===== src/rtl/red_pitaya_na_sweep_block_pkg.sv =====
// red_pitaya_na_sweep_block_pkg: register map, FSM states and helpers for the network-analyzer sweep engine.
package red_pitaya_na_sweep_block_pkg;
    typedef enum logic [2:0] {
        IDLE   = 3'd0,
        SETTLE = 3'd1,
        ACCUM  = 3'd2,
        PUSH   = 3'd3,
        DONE   = 3'd4
    } state_t;
    localparam logic [15:0] REG_CTRL   = 16'h100;
    localparam logic [15:0] REG_START  = 16'h104;
    localparam logic [15:0] REG_STEP   = 16'h108;
    localparam logic [15:0] REG_POINTS = 16'h10C;
    localparam logic [15:0] REG_AVG    = 16'h110;
    localparam logic [15:0] REG_SLEEP  = 16'h114;
    localparam logic [15:0] REG_STATUS = 16'h118;
    localparam logic [15:0] REG_I_LO   = 16'h120;
    localparam logic [15:0] REG_I_HI   = 16'h124;
    localparam logic [15:0] REG_Q_LO   = 16'h128;
    localparam logic [15:0] REG_Q_HI   = 16'h12C;
    // an averages value of 0 still accumulates one sample
    function automatic logic [31:0] max1(input logic [31:0] v);
        return v == 32'd0 ? 32'd1 : v;
    endfunction
endpackage


===== src/rtl/red_pitaya_na_sweep_block_if.sv =====
// red_pitaya_na_sweep_block_if: system-bus register access port (strobed read/write, registered ack/rdata).
interface red_pitaya_na_sweep_block_if;
    logic [15:0] addr;
    logic        wen;
    logic        ren;
    logic [31:0] wdata;
    logic        ack;
    logic [31:0] rdata;
    modport master (output addr, wen, ren, wdata, input ack, rdata);
    modport slave (input addr, wen, ren, wdata, output ack, rdata);
endinterface


===== src/rtl/red_pitaya_na_sweep_block_fifo.sv =====
// red_pitaya_na_sweep_block_fifo: synchronous FIFO with flush and occupancy count; head is read combinationally.
module red_pitaya_na_sweep_block_fifo #(
    parameter int WIDTH = 96,
    parameter int AW    = 4
) (
    input  logic             clk,
    input  logic             rst_n,
    input  logic             flush,
    input  logic             push,
    input  logic             pop,
    input  logic [WIDTH-1:0] wdata,
    output logic [WIDTH-1:0] rdata,
    output logic             full,
    output logic             empty,
    output logic [AW:0]      count
);
    logic [WIDTH-1:0] mem [2**AW];
    logic [AW-1:0]    wr_ptr, rd_ptr;
    logic             do_push, do_pop;
    assign full    = count[AW];
    assign empty   = count == '0;
    assign do_push = push && !full;
    assign do_pop  = pop && !empty;
    assign rdata   = mem[rd_ptr];
    always_ff @(posedge clk or negedge rst_n)
        if (!rst_n) begin
            wr_ptr <= '0;
            rd_ptr <= '0;
            count  <= '0;
        end else if (flush) begin
            wr_ptr <= '0;
            rd_ptr <= '0;
            count  <= '0;
        end else begin
            if (do_push) wr_ptr <= wr_ptr + 1'b1;
            if (do_pop) rd_ptr <= rd_ptr + 1'b1;
            count <= count + {{AW{1'b0}}, do_push} - {{AW{1'b0}}, do_pop};
        end
    always_ff @(posedge clk)
        if (do_push && !flush) mem[wr_ptr] <= wdata;
endmodule


===== src/rtl/red_pitaya_na_sweep_block.sv =====
// red_pitaya_na_sweep_block: linear frequency sweep that settles, averages both IQ quadratures per point
// and queues the {I,Q} sums in a FIFO drained over the system bus.
module red_pitaya_na_sweep_block
    import red_pitaya_na_sweep_block_pkg::*;
#(
    parameter int LPFBITS   = 24,
    parameter int PHASEBITS = 32,
    parameter int SUMBITS   = 48,
    parameter int FIFOAW    = 4
) (
    input  logic                      clk_i,
    input  logic                      rstn_i,
    input  logic signed [LPFBITS-1:0] quad1_i,
    input  logic signed [LPFBITS-1:0] quad2_i,
    output logic [PHASEBITS-1:0]      freq_o,
    output logic                      freq_upd_o,
    output logic                      busy_o,
    red_pitaya_na_sweep_block_if.slave bus
);
    state_t                  state, state_next;
    logic [PHASEBITS-1:0]    start_freq, step_freq, sh_step;
    logic [31:0]             points, averages, sleep_cycles;
    logic [31:0]             sh_points, sh_avg, sh_sleep, cnt, point;
    logic signed [SUMBITS-1:0] sum_i, sum_q, ext_i, ext_q, nxt_i, nxt_q;
    logic                    overflow, ovf_add, ctrl_wr, start, abort, push, pop, full, empty;
    logic [FIFOAW:0]         count;
    logic [2*SUMBITS-1:0]    head;
    logic signed [63:0]      head_i, head_q;
    logic [31:0]             rd_mux;
    assign ctrl_wr = bus.wen && bus.addr == REG_CTRL;
    assign start   = ctrl_wr && bus.wdata[0];
    assign abort   = ctrl_wr && bus.wdata[1];
    assign pop     = bus.ren && bus.addr == REG_Q_HI;
    assign busy_o  = state == SETTLE || state == ACCUM || state == PUSH;
    assign ext_i   = SUMBITS'(quad1_i);
    assign ext_q   = SUMBITS'(quad2_i);
    assign nxt_i   = sum_i + ext_i;
    assign nxt_q   = sum_q + ext_q;
    // signed overflow: operands share a sign the result does not
    assign ovf_add = (sum_i[SUMBITS-1] == ext_i[SUMBITS-1] && nxt_i[SUMBITS-1] != sum_i[SUMBITS-1]) ||
                     (sum_q[SUMBITS-1] == ext_q[SUMBITS-1] && nxt_q[SUMBITS-1] != sum_q[SUMBITS-1]);
    assign head_i  = 64'(signed'(head[2*SUMBITS-1:SUMBITS]));
    assign head_q  = 64'(signed'(head[SUMBITS-1:0]));
    red_pitaya_na_sweep_block_fifo #(.WIDTH(2*SUMBITS), .AW(FIFOAW)) fifo (
        .clk   (clk_i),
        .rst_n (rstn_i),
        .flush (start),
        .push  (push),
        .pop   (pop),
        .wdata ({sum_i, sum_q}),
        .rdata (head),
        .full  (full),
        .empty (empty),
        .count (count)
    );
    always_ff @(posedge clk_i or negedge rstn_i)
        if (!rstn_i) state <= IDLE;
        else state <= state_next;
    always_comb begin
        state_next = state;
        push       = 1'b0;
        if (start) state_next = points == 32'd0 ? DONE : SETTLE;
        else if (abort) state_next = IDLE;
        else
            case (state)
                SETTLE:  state_next = cnt == sh_sleep ? ACCUM : SETTLE;
                ACCUM:   state_next = cnt == sh_avg - 32'd1 ? PUSH : ACCUM;
                PUSH: begin
                    push       = !full;
                    state_next = full ? PUSH : (point + 32'd1 == sh_points ? DONE : SETTLE);
                end
                DONE:    state_next = IDLE;
                default: state_next = state;
            endcase
    end
    always_ff @(posedge clk_i or negedge rstn_i)
        if (!rstn_i) begin
            cnt        <= '0;
            point      <= '0;
            freq_o     <= '0;
            freq_upd_o <= 1'b0;
            sum_i      <= '0;
            sum_q      <= '0;
            overflow   <= 1'b0;
            sh_step    <= '0;
            sh_points  <= '0;
            sh_avg     <= '0;
            sh_sleep   <= '0;
        end else begin
            cnt        <= (start || state_next != state) ? '0 : cnt + 32'd1;
            freq_upd_o <= 1'b0;
            if (start) begin
                point     <= '0;
                sh_step   <= step_freq;
                sh_points <= points;
                sh_avg    <= max1(averages);
                sh_sleep  <= sleep_cycles;
                if (points != 32'd0) begin
                    freq_o     <= start_freq;
                    freq_upd_o <= 1'b1;
                end
            end else if (push) begin
                point <= point + 32'd1;
                if (state_next == SETTLE) begin
                    freq_o     <= freq_o + sh_step;
                    freq_upd_o <= 1'b1;
                end
            end
            if (state == SETTLE) begin
                sum_i <= '0;
                sum_q <= '0;
            end else if (state == ACCUM) begin
                sum_i <= nxt_i;
                sum_q <= nxt_q;
            end
            if (start) overflow <= 1'b0;
            else if (state == ACCUM && ovf_add) overflow <= 1'b1;
        end
    always_comb begin
        rd_mux = '0;
        case (bus.addr)
            REG_START:  rd_mux = 32'(start_freq);
            REG_STEP:   rd_mux = 32'(step_freq);
            REG_POINTS: rd_mux = points;
            REG_AVG:    rd_mux = averages;
            REG_SLEEP:  rd_mux = sleep_cycles;
            REG_STATUS: rd_mux = {8'd0, 8'(count), 7'd0, overflow, 5'd0, state};
            REG_I_LO:   rd_mux = empty ? '0 : head_i[31:0];
            REG_I_HI:   rd_mux = empty ? '0 : head_i[63:32];
            REG_Q_LO:   rd_mux = empty ? '0 : head_q[31:0];
            REG_Q_HI:   rd_mux = empty ? '0 : head_q[63:32];
            default:    rd_mux = '0;
        endcase
    end
    always_ff @(posedge clk_i or negedge rstn_i)
        if (!rstn_i) begin
            bus.ack      <= 1'b0;
            bus.rdata    <= '0;
            start_freq   <= '0;
            step_freq    <= '0;
            points       <= '0;
            averages     <= '0;
            sleep_cycles <= '0;
        end else begin
            bus.ack <= bus.wen || bus.ren;
            if (bus.ren) bus.rdata <= rd_mux;
            if (bus.wen)
                case (bus.addr)
                    REG_START:  start_freq   <= PHASEBITS'(bus.wdata);
                    REG_STEP:   step_freq    <= PHASEBITS'(bus.wdata);
                    REG_POINTS: points       <= bus.wdata;
                    REG_AVG:    averages     <= bus.wdata;
                    REG_SLEEP:  sleep_cycles <= bus.wdata;
                    default:    ;
                endcase
        end
endmodule


===== src/flat_wrapper.sv =====
// flat-port wrapper written by rule: the top's interface ports become plain ports
module red_pitaya_na_sweep_block_flat import red_pitaya_na_sweep_block_pkg::*;
#(
    parameter int LPFBITS   = 24,
    parameter int PHASEBITS = 32,
    parameter int SUMBITS   = 48,
    parameter int FIFOAW    = 4
)
  (clk_i, rstn_i, quad1_i, quad2_i, freq_o, freq_upd_o, busy_o, bus_addr, bus_wen, bus_ren, bus_wdata, bus_ack, bus_rdata);
  red_pitaya_na_sweep_block_if bus_i ();
  input  logic clk_i;
  input  logic rstn_i;
  input  logic signed [LPFBITS-1:0] quad1_i;
  input  logic signed [LPFBITS-1:0] quad2_i;
  output logic [PHASEBITS-1:0] freq_o;
  output logic freq_upd_o;
  output logic busy_o;
  input wire logic [$bits(bus_i.addr)-1:0] bus_addr;
  input wire logic [$bits(bus_i.wen)-1:0] bus_wen;
  input wire logic [$bits(bus_i.ren)-1:0] bus_ren;
  input wire logic [$bits(bus_i.wdata)-1:0] bus_wdata;
  output wire logic [$bits(bus_i.ack)-1:0] bus_ack;
  output wire logic [$bits(bus_i.rdata)-1:0] bus_rdata;
  assign bus_i.addr = bus_addr;
  assign bus_i.wen = bus_wen;
  assign bus_i.ren = bus_ren;
  assign bus_i.wdata = bus_wdata;
  assign bus_ack = bus_i.ack;
  assign bus_rdata = bus_i.rdata;
  red_pitaya_na_sweep_block #(.LPFBITS(LPFBITS), .PHASEBITS(PHASEBITS), .SUMBITS(SUMBITS), .FIFOAW(FIFOAW)) u_core (.clk_i(clk_i), .rstn_i(rstn_i), .quad1_i(quad1_i), .quad2_i(quad2_i), .freq_o(freq_o), .freq_upd_o(freq_upd_o), .busy_o(busy_o), .bus(bus_i));
endmodule

===== config.mk =====
export PLATFORM = sky130hd
export DESIGN_NAME = red_pitaya_na_sweep_block_flat
export DESIGN_NICKNAME = d
export VERILOG_FILES = /design/src/rtl/red_pitaya_na_sweep_block_pkg.sv /design/src/rtl/red_pitaya_na_sweep_block_if.sv /design/src/rtl/red_pitaya_na_sweep_block_fifo.sv /design/src/rtl/red_pitaya_na_sweep_block.sv /design/src/flat_wrapper.sv
export SDC_FILE = /design/constraint.sdc
export NUM_CORES = 2
export LEC_CHECK = 0
export BUFFER_PORTS_ARGS = -buffer_cell sky130_fd_sc_hd__buf_2
export CAP_MARGIN = 20
export CELL_PAD_IN_SITES_DETAIL_PLACEMENT = 0
export CELL_PAD_IN_SITES_GLOBAL_PLACEMENT = 2
export CORE_ASPECT_RATIO = 1.1
export CORE_MARGIN = 3
export CORE_UTILIZATION = 52
export CTS_BUF_LIST = sky130_fd_sc_hd__clkbuf_4 sky130_fd_sc_hd__clkbuf_8
export DETAILED_ROUTE_END_ITERATION = 8
export GPL_ROUTABILITY_DRIVEN = 0
export PLACE_DENSITY_LB_ADDON = 0.1
export SLEW_MARGIN = 10
export SYNTH_ARGS = -nofsm -noshare
export SYNTH_HDL_FRONTEND = slang
export SYNTH_HIERARCHICAL = 1
export SYNTH_SLANG_ARGS = --single-unit

===== constraint.sdc =====
create_clock -name clk_i -period 19.8 [get_ports clk_i]
set_input_delay 0.99 -clock clk_i [delete_from_list [all_inputs] [get_ports clk_i]]
set_output_delay 0.99 -clock clk_i [all_outputs]
set_load 0.005 [all_outputs]

==> impl_metrics.yaml <==
outcome:
  status: "complete, no violations"
yosys:
  yosys-top-cells-area: "edfxtp_1 (51%), dfrtp_1 (15%), mux4_2 (4.7%), mux2i_1 (4.6%), nand2_1 (2.6%)"
  yosys-top-cells-count: "edfxtp_1 (1536), nand2_1 (630), dfrtp_1 (531)"
  synthMuxAreaShare_pct: 11.6
  synth_top_family_by_area: "multiplexers"
  ys.flop_type: "edfxtp_1"
  yosysTopAreaCellShare_pct: 50.6
  synth_compound_area_share_pct: 10.3
  async_flop_share_pct: 25.7
  syn_area_per_cell_um2: 14.7
  yosysWarnings: 6
  synth_edf_count: 1536
  synthSimpleGateAreaFrac_pct: 6.08
  synth_cell_types: 95
  synth_area_um2: 91100
  ys_ff_latch: 2067
  synth_top_area_cell: "edfxtp_1"
  syn_inst: 6214
  synthXorXnorAreaFrac_pct: 2.51
  syn_nets: 6457
  synth-seq-area-share_pct: 65.2
  synthAdderAreaFrac_pct: 2.00
  synth_most_common_cell: "edfxtp_1"
timing:
  fin_ws_ns: 14.25
  worst_pin_slew_ns: 1.08
  maxSlewViolCount: 0
  max_slew_margin_pct: 27.5
  fmax_ghz: 0.180
  fin_worst_skew_ns: 0.0625
  finalSetupViolCount: 0
  finalCritPeriodShare_pct: 28.0
  period_needed_ns: 5.55
  hold_violations: 0
  grt_setup_unrepaired: "no"
  tns_ns: 0
clocking:
  cts_buffers: 348
  cts_buffer_depth: 4
  cts_setup_buffers: 0
  cts_tree: "built"
  clock_latency_ns: 1.05
  cts_max_level: 5
  cts-resized-gates: 0
  cts.sink_count: 2067
  cts-root-buf: "clkbuf_8"
  path_clk_slew_ns: 0.06
global_route:
  grt_antenna_before_repair: 10
  grt_pass1_vias: 55300
  grt_usage_pct: 28.2
  grt_pass1_wl_um: 374000
  grt-ovfl-total: 0
  grt_max_degree: 159
finish:
  stdcell_area_um2: 101000
  fin_nets: 6728
  drive_above_1_share_pct: 20.3
  area_growth_pct: 11.0
route:
  remaining_drc_errors: 0
  avgRoutedWirePerCell_um: 28.3
  vias_per_cell: 6.15
  ant_nets: 0
  drt_wl_total_um: 255000
  drt-pass1-iter-count: 5
  first_iter_violations: 5419
  dr_total_vias: 55400
flow_run:
  drv_cap: 0
setup_path:
  crit_chain: "inv_1 > or3_1 > nand2b_1 > buf_4 > clkinv_1 > nor2b_1 > nand2_1 > nor2_4 > buf_4 > buf_4"
  worstSetupStartpointType: "flop"
  crit_path_end_kind: "flop"
  crit_fanout: 46
  worstPathBufferInverterCount: 5
  arrival_ns: 6.18
  crit_type: "flop to flop"
  path_delay_family: "simple AND/OR/NAND/NOR gates"
  crit_required_ns: 20.43
  cpMostUsedCell: "buf_4"
  cpMaxStageDelayCell: "nor2_4"
  slowest_delay_ns: 0.87
floorplanning:
  ios: 167
  dieArea_um2: 180000
  num_rows: 160
  core_um2: 174000
  initial_core_util_pct: 52.5
  die_w_um: 405
  die_y_um: 445
min_path:
  hp-class: "input pin to flop"
placed_design:
  hpwl_um: 161000
  place_ws_ns: 13.33
  dpl_cell_area_um2: 94100
  portBuffers: 166
power_and_ir_drop:
  report.power.total_mw: 8.80
  p_leak_nw: 34.7
  powerDensity_nw_per_um2: 87.1
  ir_worst_vdd_uv: 71.7
worst reg2reg max path, delay by kind of cell (launching register included):
family	cells	cell delay (ns)
buffers and inverters	5	1.97
DFF	1	0.69
and+or+nand+nor	5	2.45
path summary, 6_finish.rpt:
kind	start	end	slack (ns)	depth (start not counted)
setup reg to reg	u_core/state[0]$_DFF_PN0_	u_core/fifo/mem[12][83]$_DFFE_PP_	14.25	10
setup / recovery	u_core/state[0]$_DFF_PN0_	u_core/fifo/mem[12][83]$_DFFE_PP_	14.25	10
hold / removal	bus_wen	u_core/bus.ack$_DFF_PN0_	0.30	2
min in group asynchronous	rstn_i	u_core/cnt[22]$_DFF_PN0_	0.62	2
hold reg to reg	u_core/sh_step[26]$_DFFE_PN0P_	u_core/sh_step[26]$_DFFE_PN0P_	0.48	2
max in group asynchronous	rstn_i	u_core/sh_step[12]$_DFFE_PN0P_	15.88	5
final cells by class:
type / instances / area (um^2)
multi-input cells: 3705 / 29800
flip-flops and latches: 2067 / 59400
fillers: 13700 / 72400
clock buffers: 505 / 6250
repair buffers: 266 / 1700
diodes: 3 / 7.51
inverters: 97 / 372
well taps: 2268 / 2840
clock inverters: 98 / 713
kinds of logic after synthesis:
kind of cell             after synthesis
AO/OA/AOI/OAI                       1295
XOR/XNOR                             259
adder cells (fa/ha/maj)              143
buffers and inverters                442
flip-flops                          2067
multiplexers                         796
AND/OR/NAND/NOR                     1212
flip-flops by register name, indices dropped and copies added (netlist names), 5 cells and up:
register             flops
u_core/fifo/mem       1536
u_core/sum_i            48
u_core/sum_q            48
u_core/averages         32
u_core/bus.rdata        32
u_core/cnt              32
u_core/freq_o           32
u_core/point            32
u_core/points           32
u_core/sh_avg           32
u_core/sh_points        32
u_core/sh_sleep         32
u_core/sh_step          32
u_core/sleep_cycles     32
u_core/start_freq       32
u_core/step_freq        32
u_core/fifo/count        5
stage by stage:
stage / util (%) / hold slack (ns) / cells
6_report: 58.3 / 0.297 / 9009
5_1_grt: 58.3 / 0.246 / 9008
4_1_cts: 58.3 / 0.194 / 9006
3_5_place_dp: 54.2 / 0.471 / 8402
3_3_place_gp: 54.2 / 0.467 / 8401
2_1_floorplan: - / 0.450 / 6214
what timing repair did:
item | CTS | global route
endpoints found under the hold margin | 73 | 0
hold buffers | 1 | 0
setup endpoints to repair | 0 | 0
placed cells by master, fill, tap and decap left out, drive strengths merged, types with 10 or more instances in the layout:
cell	count
nor3	44
nor4	40
xor2	114
mux2	182
buf	265
nand2	630
a31oi	16
a211oi	44
nor2b	23
a221oi	204
ha	139
o21a	14
nand2b	24
mux4	192
inv	98
a21o	79
a22oi	169
edfxtp	1536
a22o	48
o22ai	37
nand4	50
and3	30
nand3	79
o21bai	23
a222oi	10
o21ai	345
nor2	211
dfrtp	531
xnor2	144
mux2i	422
o211ai	20
bufinv	11
or3	15
and4	11
clkinv	83
o31ai	19
clkbuf	505
and2	13
a21oi	198
power by group:
part | internal, mW | switching (mW) | total [mW]
clock | 2.16 | 1.67 | 3.83
sequential | 4.66 | 0.0634 | 4.72
combinational | 0.0968 | 0.157 | 0.254
total | 6.92 | 1.89 | 8.80
layer usage:
layer | wire, um | vias to the layer above | part of all wire [%] | GRT usage [%]
li1 | - | 24700 | - | -
met1 | 105000 | 28400 | 41 | 38.2
met2 | 124000 | 1891 | 49 | 46.2
met3 | 15300 | 381 | 6.0 | 4.57
met4 | 9680 | 6 | 3.8 | 11.0
met5 | 37 | - | 0.015 | 0
(Power assumes the default switching activity.)
